<file path="src/rtl/serial_image_rx_if.sv">
// Image hand-off bus between the serial receiver and the network input layer.
// The receiver drives the frame and its valid flag; the consumer returns ready.
interface serial_image_rx_if #(
  parameter int IMG_BITS = 784
) ();
  logic [IMG_BITS-1:0] image_data;
  logic                image_valid;
  logic                image_ready;

  modport master (
    output image_data,
    output image_valid,
    input  image_ready
  );

  modport slave (
    input  image_data,
    input  image_valid,
    output image_ready
  );
endinterface

</file>
<file path="src/rtl/serial_image_rx.sv">
// serial_image_rx: synchronises an asynchronous two-wire serial link to the
// system clock, deserialises one binarised image frame (MSB first) and hands
// it to the consumer over a valid/ready bus. A stalled partial frame is
// abandoned after TIMEOUT_CYCLES idle cycles; bits that cannot be stored
// raise a sticky overrun flag.
// Optional build macro SERIAL_RX_DBUF_EN: adds a separate receive shift
// register so reception continues while a completed frame is held.
module serial_image_rx #(
  parameter int IMG_BITS       = 784,
  parameter int CNT_W          = 10,
  parameter int SYNC_STAGES    = 2,
  parameter int TIMEOUT_CYCLES = 65535
) (
  input  logic              i_clock_50,
  input  logic              i_reset,
  input  logic              i_serial_clock,
  input  logic              i_serial_data,
  serial_image_rx_if.master bus,
  output logic              o_busy,
  output logic [CNT_W-1:0]  o_bit_count,
  output logic              o_frame_error,
  output logic              o_overrun
);

  localparam int TMO_W = (TIMEOUT_CYCLES > 1) ? $clog2(TIMEOUT_CYCLES) : 1;

  typedef enum logic [0:0] {
    ST_RECV = 1'b0,
    ST_HOLD = 1'b1
  } state_t;

  state_t r_state;
  state_t w_state_next;

  logic [SYNC_STAGES-1:0] r_sclk_sync;
  logic [SYNC_STAGES-1:0] r_sdat_sync;
  logic                   r_sclk_prev;
  logic                   w_edge;
  logic                   w_bit;

  logic [IMG_BITS-1:0] r_data;
  logic [IMG_BITS-1:0] w_data_next;
  logic                r_valid;
  logic                w_valid_next;
  logic [CNT_W-1:0]    r_bit_count;
  logic [CNT_W-1:0]    w_count_next;
  logic                r_busy;
  logic [TMO_W-1:0]    r_tmo;
  logic [TMO_W-1:0]    w_tmo_next;
  logic                r_frame_error;
  logic                w_ferr_next;
  logic                r_overrun;
  logic                w_ovr_next;
  logic                w_accept;
  logic                w_last_bit;
`ifdef SERIAL_RX_DBUF_EN
  logic [IMG_BITS-1:0] r_shift;
  logic [IMG_BITS-1:0] w_shift_next;
`endif

  // Two-flop (or deeper) synchronisers for both link wires plus the edge-detect history.
  always_ff @(posedge i_clock_50) begin
    if (i_reset) begin
      r_sclk_sync <= '0;
      r_sdat_sync <= '0;
      r_sclk_prev <= 1'b0;
    end else begin
      r_sclk_sync <= {r_sclk_sync[SYNC_STAGES-2:0], i_serial_clock};
      r_sdat_sync <= {r_sdat_sync[SYNC_STAGES-2:0], i_serial_data};
      r_sclk_prev <= r_sclk_sync[SYNC_STAGES-1];
    end
  end

  // Data is taken from the same synchroniser depth as the clock so both are aligned.
  assign w_edge     = r_sclk_sync[SYNC_STAGES-1] & ~r_sclk_prev;
  assign w_bit      = r_sdat_sync[SYNC_STAGES-1];
  assign w_accept   = r_valid & bus.image_ready;
  assign w_last_bit = (r_bit_count == CNT_W'(IMG_BITS - 1));

  // State register of the receive/hold controller.
  always_ff @(posedge i_clock_50) begin
    if (i_reset) begin
      r_state <= ST_RECV;
    end else begin
      r_state <= w_state_next;
    end
  end

  // Next-state and next-datapath values for reception, hand-off and timeout.
  always_comb begin
    w_state_next = r_state;
    w_data_next  = r_data;
    w_valid_next = r_valid;
    w_count_next = r_bit_count;
    w_tmo_next   = r_tmo;
    w_ferr_next  = 1'b0;
    w_ovr_next   = r_overrun;
`ifdef SERIAL_RX_DBUF_EN
    w_shift_next = r_shift;
`endif
    case (r_state)
      ST_RECV: begin
`ifdef SERIAL_RX_DBUF_EN
        // Held frame leaves independently of the receive shift register.
        if (w_accept) begin
          w_valid_next = 1'b0;
          w_ovr_next   = 1'b0;
        end else begin
          w_valid_next = r_valid;
        end
        if (w_edge) begin
          w_shift_next = {r_shift[IMG_BITS-2:0], w_bit};
          w_tmo_next   = '0;
          if (w_last_bit) begin
            w_count_next = '0;
            if (!r_valid || w_accept) begin
              w_data_next  = w_shift_next;
              w_valid_next = 1'b1;
            end else begin
              w_ovr_next   = 1'b1;
            end
          end else begin
            w_count_next = r_bit_count + CNT_W'(1'b1);
          end
        end else if (r_bit_count != '0) begin
          if (r_tmo == TMO_W'(TIMEOUT_CYCLES - 1)) begin
            w_count_next = '0;
            w_tmo_next   = '0;
            w_ferr_next  = 1'b1;
          end else begin
            w_tmo_next   = r_tmo + TMO_W'(1'b1);
          end
        end else begin
          w_tmo_next = '0;
        end
`else
        if (w_edge) begin
          w_data_next = {r_data[IMG_BITS-2:0], w_bit};
          w_tmo_next  = '0;
          if (w_last_bit) begin
            // Valid rises on the same edge as the final shift.
            w_count_next = '0;
            w_valid_next = 1'b1;
            w_state_next = ST_HOLD;
          end else begin
            w_count_next = r_bit_count + CNT_W'(1'b1);
          end
        end else if (r_bit_count != '0) begin
          if (r_tmo == TMO_W'(TIMEOUT_CYCLES - 1)) begin
            w_count_next = '0;
            w_tmo_next   = '0;
            w_ferr_next  = 1'b1;
          end else begin
            w_tmo_next   = r_tmo + TMO_W'(1'b1);
          end
        end else begin
          w_tmo_next = '0;
        end
`endif
      end
      ST_HOLD: begin
        w_tmo_next = '0;
        // An edge coinciding with the accept is silently dropped.
        if (w_accept) begin
          w_valid_next = 1'b0;
          w_ovr_next   = 1'b0;
          w_state_next = ST_RECV;
        end else if (w_edge) begin
          w_ovr_next   = 1'b1;
        end else begin
          w_ovr_next   = r_overrun;
        end
      end
      default: begin
        w_state_next = ST_RECV;
      end
    endcase
  end

  // Datapath and status registers; busy is registered alongside the bit counter.
  always_ff @(posedge i_clock_50) begin
    if (i_reset) begin
      r_data        <= '0;
      r_valid       <= 1'b0;
      r_bit_count   <= '0;
      r_busy        <= 1'b0;
      r_tmo         <= '0;
      r_frame_error <= 1'b0;
      r_overrun     <= 1'b0;
`ifdef SERIAL_RX_DBUF_EN
      r_shift       <= '0;
`endif
    end else begin
      r_data        <= w_data_next;
      r_valid       <= w_valid_next;
      r_bit_count   <= w_count_next;
      r_busy        <= (w_count_next != '0);
      r_tmo         <= w_tmo_next;
      r_frame_error <= w_ferr_next;
      r_overrun     <= w_ovr_next;
`ifdef SERIAL_RX_DBUF_EN
      r_shift       <= w_shift_next;
`endif
    end
  end

  assign bus.image_data  = r_data;
  assign bus.image_valid = r_valid;
  assign o_busy          = r_busy;
  assign o_bit_count     = r_bit_count;
  assign o_frame_error   = r_frame_error;
  assign o_overrun       = r_overrun;

endmodule

</file>
<file path="src/flat_wrapper.sv">
// flat-port wrapper written by rule: the top's interface ports become plain ports
module serial_image_rx_flat 
#(
  parameter int IMG_BITS       = 784,
  parameter int CNT_W          = 10,
  parameter int SYNC_STAGES    = 2,
  parameter int TIMEOUT_CYCLES = 65535
)
  (i_clock_50, i_reset, i_serial_clock, i_serial_data, o_busy, o_bit_count, o_frame_error, o_overrun, bus_image_data, bus_image_valid, bus_image_ready);
  serial_image_rx_if #(.IMG_BITS(IMG_BITS)) bus_i ();
  input  logic i_clock_50;
  input  logic i_reset;
  input  logic i_serial_clock;
  input  logic i_serial_data;
  output logic o_busy;
  output logic [CNT_W-1:0] o_bit_count;
  output logic o_frame_error;
  output logic o_overrun;
  output wire logic [$bits(bus_i.image_data)-1:0] bus_image_data;
  output wire logic [$bits(bus_i.image_valid)-1:0] bus_image_valid;
  input wire logic [$bits(bus_i.image_ready)-1:0] bus_image_ready;
  assign bus_image_data = bus_i.image_data;
  assign bus_image_valid = bus_i.image_valid;
  assign bus_i.image_ready = bus_image_ready;
  serial_image_rx #(.IMG_BITS(IMG_BITS), .CNT_W(CNT_W), .SYNC_STAGES(SYNC_STAGES), .TIMEOUT_CYCLES(TIMEOUT_CYCLES)) u_core (.i_clock_50(i_clock_50), .i_reset(i_reset), .i_serial_clock(i_serial_clock), .i_serial_data(i_serial_data), .bus(bus_i), .o_busy(o_busy), .o_bit_count(o_bit_count), .o_frame_error(o_frame_error), .o_overrun(o_overrun));
endmodule
</file>
<file path="config.mk">
export PLATFORM = sky130hd
export DESIGN_NAME = serial_image_rx_flat
export DESIGN_NICKNAME = d
export VERILOG_FILES = /design/src/rtl/serial_image_rx_if.sv /design/src/rtl/serial_image_rx.sv /design/src/flat_wrapper.sv
export SDC_FILE = /design/constraint.sdc
export NUM_CORES = 2
export LEC_CHECK = 0
export ABC_CLOCK_PERIOD_IN_PS = 3100
export BUFFER_PORTS_ARGS = -buffer_cell sky130_fd_sc_hd__clkbuf_2
export CAP_MARGIN = 15
export CORE_AREA = 3 3 315 317
export DETAILED_ROUTE_END_ITERATION = 8
export DIE_AREA = 0 0 318 320
export GPL_TIMING_DRIVEN = 0
export PLACE_DENSITY_LB_ADDON = 0.3
export SYNTH_ARGS = -nofsm -noshare
export SYNTH_HDL_FRONTEND = slang
export SYNTH_SLANG_ARGS = --single-unit
</file>
<file path="constraint.sdc">
create_clock -name i_clock_50 -period 3.1 [get_ports i_clock_50]
set_clock_uncertainty 0.2 [all_clocks]
set_input_delay 0.31 -clock i_clock_50 [delete_from_list [all_inputs] [get_ports i_clock_50]]
set_output_delay 0.31 -clock i_clock_50 [all_outputs]
set_load 0.01 [all_outputs]
</file>
# Yosys cells after proc, flatten, opt, wreduce, memory -nomap -nowiden
# Index checks and enable logic that the tools add are counted.
# word_totals
memories	0
regBits	820
in_bits	5
latch_bits	0
mem_bits_ro	0
out_inout_bits	798
elab_cells	50
ramBits	0
# op_classes
div_mod_pow	0
add_sub_neg	2
bitwise	5
magnitude_cmp	0
n_shift	0
mux	20
eq_ne	5
multipliers	0
n_reduce_logical	7
# ops
op	n
2-to-1 mux 10 bit	5
2-to-1 mux 16 bit	3
one-hot mux 16 bit (2 select lines)	1
nonzero test 10 bit	2
adder 16 x 1 -> 16 bit, second input constant	1
== test 16 bit, second input constant	1
adder 10 x 1 -> 10 bit, second input constant	1
== test 10 bit, second input constant	1
2-to-1 mux 1 bit	9
inequality test 2 x 1 -> 1 bit, second input constant	2
one-hot mux 1 bit (2 select lines)	2
AND reduction 2 bit	2
OR reduction 4 bit	1
inverter 1 bit	3
AND reduction 3 bit	1
AND 1 bit	2
inequality test 2 bit, second input constant	1
nonzero test 2 bit	1

# Logic depth before layout (Yosys ltp)
# logic_depth
ltp_word	6
depth_mapped	8
ltp_nobuf	8

# Worst setup path after synthesis
# Ideal clock, no wire load.
# synth_path
path_kind	register to register
startpoint	reg u_core.r_bit_count[5], in the netlist u_core.o_bit_count[5]
endpoint	reg u_core.r_busy, in the netlist u_core.o_busy
path_slack_ns	0.695
setup_time_ns	0.077
n_path_buf	1
period_less_slack_ns	2.405
stages_incl_launch_ff	8
t_required_ns	2.823
arrival_ns	2.129
cell_sequence	dfxtp_1 -> buf_6 -> or4_4 -> or4_4 -> o211ai_4 -> o32ai_1 -> and4_1 -> a41oi_2
# synth_via
elab_chain_cells	5
word_cells_on_any_way	9
# synth_rtl
item	line	source
from (decl)	serial_image_rx.sv:45	logic [CNT_W-1:0] r_bit_count;
from (signal assigned)	serial_image_rx.sv:196	r_bit_count <= w_count_next;
adder 10 x 1 -> 10 bit, or another cell as far along	serial_image_rx.sv:146	w_count_next = r_bit_count + CNT_W'(1'b1);
2-to-1 mux 10 bit (on tied branches)	serial_image_rx.sv:140, serial_image_rx.sv:148	
2-to-1 mux 10 bit	serial_image_rx.sv:137	if (w_edge) begin
2-to-1 mux 10 bit *	serial_image_rx.sv:101	case (r_state)
nonzero test 10 bit *	serial_image_rx.sv:197	r_busy <= (w_count_next != '0);
to (signal assigned)	serial_image_rx.sv:197	
to (decl)	serial_image_rx.sv:47	logic r_busy;
# Every way passes the cells marked *; elsewhere a longest branch is shown, timed or not.
# A chain may end at the register's enable or synchronous reset.

# Worst setup path after layout
# layout_path
startpoint	reg u_core.r_state
endpoint	reg u_core.r_data[642], in the netlist u_core.bus.image_data[642]
# layout_via
elab_chain_cells	2
# layout_rtl
item	line	source
from (decl)	serial_image_rx.sv:32	state_t r_state;
from (signal assigned)	serial_image_rx.sv:85	r_state <= w_state_next;
inverter 1 bit	n/a	
AND reduction 2 bit (no source line)	n/a	
to (signal assigned)	serial_image_rx.sv:194	r_data <= w_data_next;
to (decl)	serial_image_rx.sv:41	logic [IMG_BITS-1:0] r_data;
# No other way between the ends.

==> run_summary.xml <==
<?xml version="1.0" encoding="UTF-8"?>
<metrics>
  <group name="sta">
    <metric name="setup_viol" unit="">0</metric>
    <metric name="max_clock_freq" unit="GHz">0.3493</metric>
    <metric name="final-hold-violation-count" unit="">0</metric>
    <metric name="slew_viol_final" unit="">0</metric>
    <metric name="worst_slew_pin_slew" unit="ps">1069</metric>
    <metric name="unrepaired_setup_endpoints_after_global_routing" unit="">false</metric>
    <metric name="fin_crit_sh" unit="%">92.36</metric>
    <metric name="remaining_max_slew_budget_at_the_tightest_pin" unit="%">28.10</metric>
    <metric name="final.min_clock_period" unit="ps">2863</metric>
  </group>
  <group name="logic_synthesis">
    <metric name="syn-mean-instance-area" unit="µm²">7.859</metric>
    <metric name="synth-edff-count" unit="">0</metric>
    <metric name="synth-compound-area-share" unit="%">14.78</metric>
    <metric name="main_combinational_cell_family_by_area_after_synthesis" unit="">simple AND/OR/NAND/NOR gates</metric>
    <metric name="synth.distinct_cells" unit="">42</metric>
    <metric name="synthXorXnorAreaFrac" unit="%">0.4334</metric>
    <metric name="yosysSeqAreaShare" unit="%">58.02</metric>
    <metric name="synth_simple_gate_area_share" unit="%">22.68</metric>
    <metric name="synthesis.instances" unit="">3600</metric>
    <metric name="muxShareOfSynthArea" unit="%">0</metric>
    <metric name="syn-cell-area" unit="µm²">28290</metric>
    <metric name="synthesized_net_count" unit="">3609</metric>
    <metric name="postSynthRegisterBits" unit="">820</metric>
    <metric name="async_set_or_reset_register_ratio_after_synthesis" unit="%">0</metric>
    <metric name="postSynth.topFlopCell" unit="">sky130_fd_sc_hd__dfxtp_1</metric>
    <metric name="synth.yosys.warnings" unit="">0</metric>
    <metric name="area_share_of_fa_ha_maj_cells_after_synthesis" unit="%">0.1769</metric>
  </group>
  <group name="worst_setup_path">
    <metric name="criticalPathCategory" unit="">flip-flop to flip-flop</metric>
    <metric name="critical_path.startpoint_type" unit="">flip-flop</metric>
    <metric name="cp_cell_sequence" unit="">or3b_1 &gt; clkbuf_1 &gt; clkbuf_2 &gt; buf_8 &gt; clkbuf_2 &gt; clkbuf_1 &gt; nand2_1 &gt; a21oi_1</metric>
    <metric name="cpLargestDelayFamily" unit="">buffers and inverters</metric>
    <metric name="timing.critical_path.to_type" unit="">flip-flop</metric>
    <metric name="critical_path_cell_count" unit="">8</metric>
    <metric name="reg2reg_from" unit="">u_core.r_state$_SDFF_PP0_</metric>
    <metric name="crit_end" unit="">u_core.bus.image_data[642]$_SDFFE_PP0P_</metric>
    <metric name="cp-startpoint" unit="">u_core.r_state$_SDFF_PP0_</metric>
    <metric name="r2r_setup_slack" unit="ps">240</metric>
    <metric name="timing.critical_path.required" unit="ps">3470</metric>
    <metric name="crit_buf_inv" unit="">5</metric>
    <metric name="cpPeakStageDelay" unit="ps">570</metric>
    <metric name="critical-path-slowest-cell" unit="">sky130_fd_sc_hd__dfxtp_1</metric>
    <metric name="r2r_cells" unit="">8</metric>
    <metric name="cp_max_fo" unit="">10</metric>
    <metric name="cp.arrival" unit="ps">3230</metric>
    <metric name="crit-reg2reg-capture" unit="">u_core.bus.image_data[642]$_SDFFE_PP0P_</metric>
  </group>
  <group name="floorplanning">
    <metric name="die_h" unit="µm">320</metric>
    <metric name="die-area" unit="µm²">101800</metric>
    <metric name="fp.coreArea" unit="µm²">96570</metric>
    <metric name="die_width" unit="µm">318</metric>
    <metric name="rows" unit="">114</metric>
    <metric name="top_level_ports" unit="">803</metric>
    <metric name="floorplan.initialDensity" unit="%">29.30</metric>
  </group>
  <group name="clocking">
    <metric name="cts_tree" unit="">built</metric>
    <metric name="clock_sink_count" unit="">820</metric>
    <metric name="cts_max_path_buffers" unit="">3</metric>
    <metric name="clkSlewWorstSetupHoldPaths" unit="ps">60</metric>
    <metric name="clock_tree.htree_level_count" unit="">3</metric>
    <metric name="worst_skew_pair_later_pin_latency" unit="ps">640</metric>
    <metric name="clk_root_buffer_cell" unit="">sky130_fd_sc_hd__clkbuf_16</metric>
    <metric name="cts_buf_count" unit="">91</metric>
  </group>
  <group name="place">
    <metric name="final_gp_congestion" unit="">0.8761</metric>
    <metric name="count_of_input_and_output_buffers" unit="">802</metric>
    <metric name="place_hpwl" unit="µm">74240</metric>
  </group>
  <group name="drt">
    <metric name="postRouteWirelength" unit="µm">98120</metric>
    <metric name="drtIter0Drc" unit="">1700</metric>
    <metric name="routedWlPerCell" unit="µm">16.78</metric>
    <metric name="dr.pass1.iters" unit="">7</metric>
    <metric name="drc" unit="">0</metric>
    <metric name="antenna_left" unit="">0</metric>
    <metric name="vias" unit="">26740</metric>
    <metric name="detail_route.vias_per_cell" unit="">4.574</metric>
  </group>
  <group name="outcome">
    <metric name="run_status" unit="">complete, no violations</metric>
  </group>
  <group name="cells_and_area">
    <metric name="layout.cells.most_common" unit="">sky130_fd_sc_hd__nand2_1</metric>
    <metric name="finalNetCount" unit="">4510</metric>
    <metric name="mostFrequentLayoutCells" unit="">1582 x sky130_fd_sc_hd__nand2_1, 829 x sky130_fd_sc_hd__clkbuf_2, 820 x sky130_fd_sc_hd__dfxtp_1, 796 x sky130_fd_sc_hd__a21oi_1, 192 x sky130_fd_sc_hd__clkbuf_1</metric>
    <metric name="fillers" unit="">10050</metric>
    <metric name="drive_above_1_share" unit="%">22.72</metric>
    <metric name="area.growth.synth_to_final" unit="%">30.80</metric>
    <metric name="post-route-util" unit="%">38.32</metric>
  </group>
  <group name="global_routing">
    <metric name="globalRoute.totalOverflow" unit="">0</metric>
    <metric name="global_route.usage.total" unit="%">18.20</metric>
    <metric name="wire_length_of_the_first_global_routing_pass" unit="µm">147100</metric>
    <metric name="grt_start_max_net_pins" unit="">14</metric>
    <metric name="initial_antenna_violation_count" unit="">1</metric>
    <metric name="first_global_vias" unit="">24470</metric>
  </group>
  <group name="job">
    <metric name="maxCapViolCount" unit="">0</metric>
  </group>
  <group name="power_and_ir_drop">
    <metric name="powerDensity" unit="nW/µm²">591.8</metric>
    <metric name="post_route_total_power" unit="mW">21.90</metric>
    <metric name="vdd_drop_max" unit="mV">0.4861</metric>
    <metric name="power.static_leakage" unit="nW">14.06</metric>
  </group>
  <group name="worst_hold_path">
    <metric name="hold_path.class" unit="">flip-flop to flip-flop</metric>
  </group>
</metrics>
==> what timing repair did <==
item	in CTS	in global routing
endpoints found under the hold margin	12	0
gates resized for setup	24	16
gates cloned	0	0
hold buffers	4	0
buffers inserted	0	0
endpoints found under the setup margin	760	366
==> where the power goes <==
part	switching [mW]	internal, mW	total [mW]
Sequential	0.00339	10.5	10.5
Clock	4.41	6.35	10.8
Combinational	0.500	0.0969	0.597
Total	4.91	17.0	21.9
==> layout make-up <==
type / count / area [µm²] / share of cell area (%)
diodes: 1 / 2.502 / 0.006762
flip-flops and latches: 820 / 16420 / 44.36
well taps: 1276 / 1597 / 4.314
plain buffers: 267 / 1125 / 3.040
multi-input cells: 2507 / 10780 / 29.12
inverters: 5 / 18.77 / 0.05072
clock buffers: 132 / 2645 / 7.148
repair buffers: 809 / 4099 / 11.08
clock inverters: 29 / 327.8 / 0.8859
==> worst min-delay path by stage <==
stage / startpoint / endpoint / slack [ps] / cells past startpoint
after global placement: u_core.r_sdat_sync[0]$_SDFF_PP0_ / u_core.r_sdat_sync[1]$_SDFF_PP0_ / 220 / 1
after floorplan: u_core.r_sclk_sync[0]$_SDFF_PP0_ / u_core.r_sclk_sync[1]$_SDFF_PP0_ / 210 / 1
final: u_core.r_sdat_sync[0]$_SDFF_PP0_ / u_core.r_sdat_sync[1]$_SDFF_PP0_ / 230 / 1
after CTS: i_serial_data / u_core.r_sdat_sync[0]$_SDFF_PP0_ / 200 / 3
after detailed placement: u_core.r_sdat_sync[0]$_SDFF_PP0_ / u_core.r_sdat_sync[1]$_SDFF_PP0_ / 220 / 1
after global routing: i_serial_data / u_core.r_sdat_sync[0]$_SDFF_PP0_ / 240 / 3
==> state kept, by name, indices dropped and copies added, names as in the netlist <==
| register | flops |
|---|---|
| u_core.r_state | 1 |
| u_core.o_frame_error | 1 |
| u_core.r_sclk_prev | 1 |
| u_core.r_sclk_sync | 2 |
| u_core.o_bit_count | 10 |
| u_core.bus.image_data | 784 |
| u_core.o_overrun | 1 |
| u_core.r_sdat_sync | 2 |
| u_core.r_tmo | 16 |
| u_core.bus.image_valid | 1 |
| u_core.o_busy | 1 |
==> Yosys cell counts (3+ instances only) <==
cell / count / share of area [%]
sky130_fd_sc_hd__nand2_1: 1582 / 21
sky130_fd_sc_hd__inv_1: 5 / 0.066
sky130_fd_sc_hd__xor2_1: 8 / 0.25
sky130_fd_sc_hd__or4_1: 3 / 0.080
sky130_fd_sc_hd__buf_1: 9 / 0.12
sky130_fd_sc_hd__nor3_1: 4 / 0.071
sky130_fd_sc_hd__xnor2_1: 6 / 0.19
sky130_fd_sc_hd__and3_1: 5 / 0.11
sky130_fd_sc_hd__clkbuf_1: 199 / 2.6
sky130_fd_sc_hd__a21oi_1: 796 / 14
sky130_fd_sc_hd__ha_1: 4 / 0.18
sky130_fd_sc_hd__buf_2: 59 / 1.0
sky130_fd_sc_hd__nor2b_1: 7 / 0.15
sky130_fd_sc_hd__or3_1: 5 / 0.11
sky130_fd_sc_hd__a211oi_1: 3 / 0.080
sky130_fd_sc_hd__o21ai_0: 4 / 0.071
sky130_fd_sc_hd__and4_1: 3 / 0.093
sky130_fd_sc_hd__dfxtp_1: 820 / 58
sky130_fd_sc_hd__nand3_1: 15 / 0.27
sky130_fd_sc_hd__nand4_1: 6 / 0.13
sky130_fd_sc_hd__nor2_1: 31 / 0.41
==> per-stage QoR <==
| stage | hold WS, ps | std cells | instance area (µm²) | setup TNS, ps | setup slack (ps) |
|---|---|---|---|---|---|
| after CTS | 202.0 | 5846 | 37000 | 0 | 16.40 |
| after global placement | 222.7 | 5678 | 33900 | -472850 | -1397 |
| after global routing | 238.5 | 5845 | 37000 | 0 | 11.17 |
| final | 232.5 | 5846 | 37010 | 0 | 236.8 |
| after floorplan | 213.8 | 3600 | 28290 | 0 | 694.6 |
| after detailed placement | 221.8 | 5681 | 33950 | -183130 | -1110 |
==> metal layers <==
metal / global-route usage (%) / part of all wire, %
met1: 20.60 / 40
met2: 30.93 / 48
met3: 6.429 / 8.1
met4: 7.948 / 4.2
met5: 0 / 0
==> cells by family after synthesis <==
kind of cell	Yosys count
flip-flops	820
AND/OR/NAND/NOR	1670
buffers and inverters	273
adder cells (fa/ha/maj)	4
AO/OA/AOI/OAI	819
XOR/XNOR	14
No activity file was read; power rests on OpenSTA's default activity.
